[config.mk]
export PLATFORM = sky130hd
export DESIGN_NAME = wallace_mult_pipe
export DESIGN_NICKNAME = d
export VERILOG_FILES = /design/src/rtl/wallace_mult_pipe.sv
export SDC_FILE = /design/constraint.sdc
export NUM_CORES = 1
export LEC_CHECK = 0
export ABC_CLOCK_PERIOD_IN_PS = 5100
export BUFFER_PORTS_ARGS = -buffer_cell sky130_fd_sc_hd__buf_2
export CORE_MARGIN = 2
export CORE_UTILIZATION = 30
export CTS_CLUSTER_DIAMETER = 150
export CTS_CLUSTER_SIZE = 24
export DETAILED_ROUTE_END_ITERATION = 8
export PLACE_DENSITY_LB_ADDON = 0.05
export SLEW_MARGIN = 20
export SYNTH_ARGS = -nofsm -noshare
export SYNTH_HDL_FRONTEND = slang
export SYNTH_SLANG_ARGS = --single-unit
[constraint.sdc]
create_clock -name clock -period 5.1 [get_ports clock]
set_input_delay 0.51 -clock clock [delete_from_list [all_inputs] [get_ports clock]]
set_output_delay 0.51 -clock clock [all_outputs]
set_load 0.01 [all_outputs]
[src/rtl/wallace_mult_pipe.sv]
// Three-stage pipelined Wallace-tree multiplier, WIDTH x WIDTH -> 2*WIDTH, with
// per-transaction signed (Baugh-Wooley) or unsigned mode and a valid/ready handshake.
module wallace_mult_pipe #(
    parameter int WIDTH = 8
) (
    input  logic               clock,
    input  logic               reset,
    input  logic               in_valid,
    output logic               in_ready,
    input  logic [WIDTH-1:0]   in_a,
    input  logic [WIDTH-1:0]   in_b,
    input  logic               in_signed,
    output logic               out_valid,
    input  logic               out_ready,
    output logic [2*WIDTH-1:0] out_product,
    output logic               out_signed
);
    localparam int PW = 2 * WIDTH;
    localparam int NR = WIDTH + 1;  // WIDTH partial-product rows plus the correction row

    function automatic int rows_at(input int lvl);
        int n;
        n = NR;
        for (int i = 0; i < lvl; i++) begin
            if (n > 2) n = 2 * (n / 3) + n % 3;
        end
        return n;
    endfunction

    function automatic int num_levels();
        int n;
        int l;
        n = NR;
        l = 0;
        while (n > 2) begin
            n = 2 * (n / 3) + n % 3;
            l++;
        end
        return l;
    endfunction

    localparam int LEVELS = num_levels();
    localparam logic [PW-1:0] CORR = (PW'(1) << WIDTH) | (PW'(1) << (PW - 1));

    logic adv;
    assign adv      = !out_valid | out_ready;
    assign in_ready = adv;

    // S1: AND array; in signed mode exactly the bits pairing one sign bit with
    // one magnitude bit are inverted, and the constant 2^W + 2^(2W-1) is added.
    logic [WIDTH-1:0] pp_bits [0:WIDTH-1];
    logic [PW-1:0]    pp_rows [0:NR-1];

    genvar gi, gj;
    generate
        for (gi = 0; gi < WIDTH; gi++) begin : g_pp_row
            for (gj = 0; gj < WIDTH; gj++) begin : g_pp_bit
                localparam logic INV = ((gi == WIDTH - 1) != (gj == WIDTH - 1));
                assign pp_bits[gi][gj] = (in_a[gj] & in_b[gi]) ^ (in_signed & INV);
            end
            assign pp_rows[gi] = {{WIDTH{1'b0}}, pp_bits[gi]} << gi;
        end
    endgenerate
    assign pp_rows[NR-1] = in_signed ? CORR : '0;

    logic          s1_valid, s1_signed;
    logic [PW-1:0] s1_rows [0:NR-1];
    logic          s2_valid, s2_signed;
    logic [PW-1:0] s2_sum, s2_carry;

    // S2: row-wise Wallace reduction; carries leaving the MSB are dropped since
    // the exact product always fits in 2*WIDTH bits.
    logic [PW-1:0] tree [0:LEVELS][0:NR-1];

    generate
        for (gi = 0; gi < NR; gi++) begin : g_lvl0
            assign tree[0][gi] = s1_rows[gi];
        end
        for (gi = 0; gi < LEVELS; gi++) begin : g_level
            localparam int N = rows_at(gi);
            localparam int G = N / 3;
            localparam int R = N % 3;
            for (gj = 0; gj < G; gj++) begin : g_fa
                assign tree[gi+1][2*gj]   = tree[gi][3*gj] ^ tree[gi][3*gj+1] ^ tree[gi][3*gj+2];
                assign tree[gi+1][2*gj+1] = ((tree[gi][3*gj] & tree[gi][3*gj+1]) |
                                             (tree[gi][3*gj] & tree[gi][3*gj+2]) |
                                             (tree[gi][3*gj+1] & tree[gi][3*gj+2])) << 1;
            end
            if (R == 2) begin : g_ha
                assign tree[gi+1][2*G]   = tree[gi][3*G] ^ tree[gi][3*G+1];
                assign tree[gi+1][2*G+1] = (tree[gi][3*G] & tree[gi][3*G+1]) << 1;
            end else if (R == 1) begin : g_pass
                assign tree[gi+1][2*G] = tree[gi][3*G];
            end
            for (gj = 2 * G + R; gj < NR; gj++) begin : g_idle
                assign tree[gi+1][gj] = '0;
            end
        end
    endgenerate

    always_ff @(posedge clock or posedge reset) begin
        if (reset) begin
            s1_valid    <= 1'b0;
            s2_valid    <= 1'b0;
            out_valid   <= 1'b0;
            out_product <= '0;
            out_signed  <= 1'b0;
        end else if (adv) begin
            s1_valid    <= in_valid;
            s2_valid    <= s1_valid;
            out_valid   <= s2_valid;
            out_product <= s2_sum + s2_carry;
            out_signed  <= s2_signed;
        end
    end

    // Payload of empty stages is don't-care, so these registers carry no reset.
    always_ff @(posedge clock) begin
        if (adv) begin
            s1_signed <= in_signed;
            s1_rows   <= pp_rows;
            s2_signed <= s1_signed;
            s2_sum    <= tree[LEVELS][0];
            s2_carry  <= tree[LEVELS][1];
        end
    end
endmodule

## Word level (Yosys, flattened, before mapping)

Index checks and enable logic that the tools add are counted.

| storage, ports and cells | value |
|---|---|
| register bits | 133 |
| memory bits (read-only) | 0 |
| memories | 0 |
| latch bits | 0 |
| output and inout bits | 19 |
| bits of input ports | 21 |
| word-level logic and storage cells | 149 |
| RAM bits | 0 |

| cells by class | value |
|---|---|
| bitwise operators | 128 |
| multiplexer cells | 1 |
| div/mod/pow operators | 0 |
| $lt $le $gt $ge | 0 |
| eq/ne operators | 0 |
| multipliers | 0 |
| shift-type cells | 0 |
| add/sub/neg operators | 1 |
| reductions and logical operators | 1 |

Operators by type and width:

| cell | count |
|---|---|
| bitwise AND 15 bit | 13 |
| OR 15 bit | 12 |
| bitwise XOR 16 bit | 8 |
| bitwise AND 1 bit | 64 |
| bitwise AND 14 x 15 -> 15 bit | 2 |
| adder 16 bit | 1 |
| 2-to-1 mux 16 bit | 1 |
| bitwise XOR 15 x 16 -> 16 bit | 1 |
| OR 15 x 10 -> 15 bit | 1 |
| OR 15 x 13 -> 15 bit | 1 |
| bitwise XOR 14 x 15 -> 15 bit | 1 |
| bitwise XOR 1 bit | 14 |
| bitwise AND 11 x 13 -> 13 bit | 1 |
| bitwise AND 12 x 13 -> 13 bit | 1 |
| bitwise XOR 12 x 13 -> 13 bit | 1 |
| bitwise AND 11 x 12 -> 12 bit | 1 |
| bitwise XOR 11 x 12 -> 12 bit | 1 |
| bitwise AND 8 x 10 -> 10 bit | 1 |
| bitwise AND 9 x 10 -> 10 bit | 1 |
| bitwise XOR 9 x 10 -> 10 bit | 1 |
| bitwise AND 8 x 9 -> 9 bit | 1 |
| bitwise XOR 8 x 9 -> 9 bit | 1 |
| zero test 1 bit | 1 |
| OR 1 bit | 1 |

## Longest topological paths before layout

| logic depth | value |
|---|---|
| depth after elaboration | 12 |
| gate-level depth with buffers | 8 |
| gate-level depth less buffers | 8 |

## Worst setup path before layout

No wires, ideal clock.

| path | value |
|---|---|
| kind | input to output |
| start | input port out_ready |
| end | output port in_ready |
| arrival time | 3.422 ns |
| setup slack | 1.168 ns |
| required time | 4.590 ns |
| stages | 3 |
| path buffers | 1 |
| cells stage by stage | nor2b_1 inv_1 clkbuf_1 |

| between the ends | value |
|---|---|
| cells in the longest elaborated chain, start to end | 1 |

RTL lines:

| element | line | RTL |
|---|---|---|
| start, declared | 14 | `input logic out_ready,` |
| OR 1 bit | 46 | `assign adv = !out_valid \| out_ready;` |
| end, declared | 9 | `output logic in_ready,` |

Every way passes these cells.

==> summary.txt <==
Synth
  • Post-Syn Instances: 426
  • Sequential cell area fraction in the yosys report: between 50% and 60%
  • Register bit total from synthesis: ~110
  • Post-synthesis cell type count: 28
  • Post-synthesis simple-gate area fraction: slightly below 10%
  • Largest family of logic cells by synthesized area: adder cells
  • Post-Synth XOR/XNOR Area: 3.82%
  • Post-Syn Nets: about 520
  • Post-synthesis adder-cell area fraction: about a fifth
  • Synth Area per Inst: ~13 sq um
  • Warnings, synthesis: 0
  • Synth Area in Compound Gates: under 10%
  • Mapped cell area: approximately 5700 sq um
  • Mux cell area share after synthesis: 0%

Setup path
  • Worst Setup End Kind: flip-flop
  • Critical Path RT: ~5.2 ns
  • Reg-to-Reg End: s2_sum[8]$_DFFE_PP_
  • Cell Chain, Critical Path: fa_1 -> inv_1 -> fa_1 -> fa_1 -> inv_1 -> fa_1
  • Top cell family by delay on the critical path: adder cells
  • Crit-path max FO: 3
  • CP most frequent cell: fa_1
  • Reg2reg setup slack: 2.30 ns
  • Startpoint Class: flip-flop
  • Reg2reg path depth: 6
  • Critical path arrival: between 2 and 3 ns
  • Worst setup startpoint: s1_rows[8]$_DFFE_PP_
  • Setup CP Type: reg2reg
  • Slowest stage cell on the critical path: fa_1
  • Reg2reg start: s1_rows[8]$_DFFE_PP_
  • Crit path buf inv count: 2
  • Max stage delay on crit path: ~0.55 ns

Clock network
  • Max clock buf depth: 2
  • TritonCTS clock tree: done
  • H-tree Lvls: 4
  • Worst-Skew Late Latency: roughly 0.41 ns
  • Post-CTS setup buffer count: 0
  • Clock Pin Slew Worst Setup and Hold Paths: 0.05 ns
  • Clock sinks: ~110
  • CTS Buf Count: 17
  • Post-cts sizing count: 0
  • Hold_buf cts: 0
  • CTS root buffer: clkbuf_16

Place
  • GP Congestion: between 0.6 and 0.7
  • Number of buffers added on ports: 39
  • HPWL after DPL: 7.49 mm

Die
  • Die area: 20200 sq um
  • Chip Height: between 100 and 150 um
  • # rows: 50
  • IO Pins: 40
  • Chip width: around 140 um
  • Initial Util: between 30% and 40%
  • Core Footprint: approximately 19000 sq um

Drt
  • Routed vias: roughly 3000
  • Vias per cell: ~4.1
  • Post-route ant nets: 0
  • 1st-pass router iterations: 7
  • Post-route DRC: 0
  • Wirelength per Cell: approximately 15 um
  • DRT Wirelength: ~11 mm
  • Initial detailed-routing violation count: 84

Run status
  • Status: finished, final reports clean

GRT
  • Largest net degree at the start of global routing: 77
  • Initial antenna violation count: 0
  • Grt total ovfl: 0
  • First-pass GRT wire length: 17.5 mm
  • Vias in the first global route: around 3200
  • Global-route usage over all layers: a little under an eighth

STA
  • Fin crit share: roughly 55%
  • Max Fclk: roughly 360 MHz
  • Rel. slew slack: 38.1%
  • TNS Setup: 0 ns
  • Worst-Margin Slew: 0.928 ns
  • Crit path time final: 2.80 ns
  • Final slew viol count: 0
  • Number of setup violations in the final report: 0
  • RSZ-0062 raised after global routing: false
  • Final hold vios: 0
  • Worst Skew: ~0.0073 ns

Power
  • Leak pwr: 0.00294 uW
  • Part of the power in registers: 36.9%
  • Int Power: between 2000 and 3000 uW
  • Part of the power in the clock network: 25.1%
  • NetSw: around 1400 uW
  • Worst VDD drop: approximately 0.25 mV
  • Net Sw Frac: between 30 and 40%
  • Comb power frac: between 30% and 40%
  • Cell Pwr Density: 625 nW/um^2

Hold path
  • Hold Path Class: in2async

Final layout
  • Share of cells above drive strength 1: 14.7%
  • Final Net Count: between 500 and 600
  • FF+latch area: roughly 3300 sq um
  • FILL cells: 1855
  • Post-route core utilization: 36.0%
  • Area delta synth->final: 17.5%
  • Multi-input logic area: 2160 sq um
  • Antenna Cells: 0

Job
  • Max Cap Viol: 0
-- cell usage after synthesis --
master	instances	area, sq um
and3_1	1	6.26
inv_1	68	255
and2_1	50	313
o211ai_2	1	12.5
o211a_1	1	10.0
and2_4	1	8.76
xnor2_1	21	184
xor2_1	4	35.0
a31oi_1	2	12.5
ha_1	33	413
nand2_1	51	191
a21oi_1	10	50.1
fa_1	39	781
nand2b_1	1	6.26
nand3_1	2	10.0
clkbuf_1	7	26.3
edfxtp_1	93	2790
o21ai_2	1	8.76
nor2_1	4	15.0
o21bai_1	2	15.0
o21ba_2	1	10.0
dfrtp_1	20	500
o211ai_1	2	15.0
a21o_1	1	7.51
nor2b_1	1	6.26
o21ai_0	7	35.0
a221o_1	1	10.0
buf_2	1	5.00
-- area by class of cell --
class	count	share of cell area, %
Inverter	68	3.82
Multi-Input combinational cell	237	32.0
Sequential cell	113	48.9
Clock inverter	13	1.43
Clock buffer	19	6.42
Tap cell	234	4.34
Timing Repair Buffer	41	3.12
-- worst register-to-register path, delay by kind of cell, from the launching register on --
| kind | cells | cell delay, ns |
|---|---|---|
| fa+ha+maj | 4 | 2.01 |
| flops | 1 | 0.44 |
| buf+inv | 2 | 0.10 |
-- per-stage QoR --
step / hold slack, ns / instances / worst slack, ns / area, sq um / total power (uW)
2_1_floorplan: 0.400 / 426 / 1.17 / 5740 / 2720
6_report: 0.227 / 725 / 2.30 / 6740 / 4210
5_1_grt: 0.285 / 725 / 2.16 / 6740 / 4640
3_5_place_dp: 0.413 / 693 / 2.28 / 6210 / 3220
3_3_place_gp: 0.414 / 693 / 2.32 / 6210 / 3190
4_1_cts: 0.246 / 725 / 2.28 / 6740 / 4310
-- sequential cells by signal, summed over array words and instances, names as in the netlist --
signal and count:
out_valid 1, s2_valid 1, s2_carry 11, s1_valid 1, s1_rows 65, out_product 16, out_signed 1, s2_sum 16
s2_signed 1
-- worst max path at each step --
stage	slack, ns	cells past startpoint	endpoint
floorplan	1.17	3	in_ready
global placement	2.32	6	s2_sum[8]$_DFFE_PP_
detailed placement	2.28	6	s2_sum[8]$_DFFE_PP_
CTS	2.28	6	s2_sum[8]$_DFFE_PP_
global route	2.16	6	s2_sum[8]$_DFFE_PP_
finish	2.30	6	s2_sum[8]$_DFFE_PP_
-- metal layers --
| metal | wire, um | up-vias | GRT usage, % |
|---|---|---|---|
| met3 | 404 | 8 | 3.70 |
| met4 | 121 | 0 | 4.42 |
| met1 | 5380 | 1442 | 15.7 |
| met2 | 4750 | 49 | 17.8 |
| li1 | - | 1491 | - |
| met5 | 0 | - | 0 |
-- power groups by stage --
stage	sequential [uW]	clock [uW]	combinational (uW)
6_report	1550	1060	1600
3_5_place_dp	1580	0	1640
2_1_floorplan	1600	0	1120
3_3_place_gp	1570	0	1620
4_1_cts	1560	1090	1660
5_1_grt	1590	1130	1920
-- kinds of logic after synthesis --
kind of cell	Yosys count
xor gates and xnor gates	25
and+or+nand+nor	111
buffers and inverters	76
DFF	113
adders and majority gates	72
AOI/OAI and AO/OA	29
-- layout by cell type, fill, tap and decap left out, types with 2 or more instances in the layout --
cell         n
buf_4        2
o21ai_0      7
and2_1      50
fa_1        39
o21bai_1     2
nand3_1      2
o211ai_1     2
clkbuf_1     2
edfxtp_1    93
a21oi_1     10
nor2_1       4
clkinvlp_4   3
clkbuf_16   17
clkinv_1     4
xor2_1       4
a31oi_1      2
xnor2_1     21
nand2_1     51
ha_1        33
inv_1       67
dfrtp_1     20
clkinv_2     4
buf_2       39
Note: power is estimated with default switching activity, not from simulation.
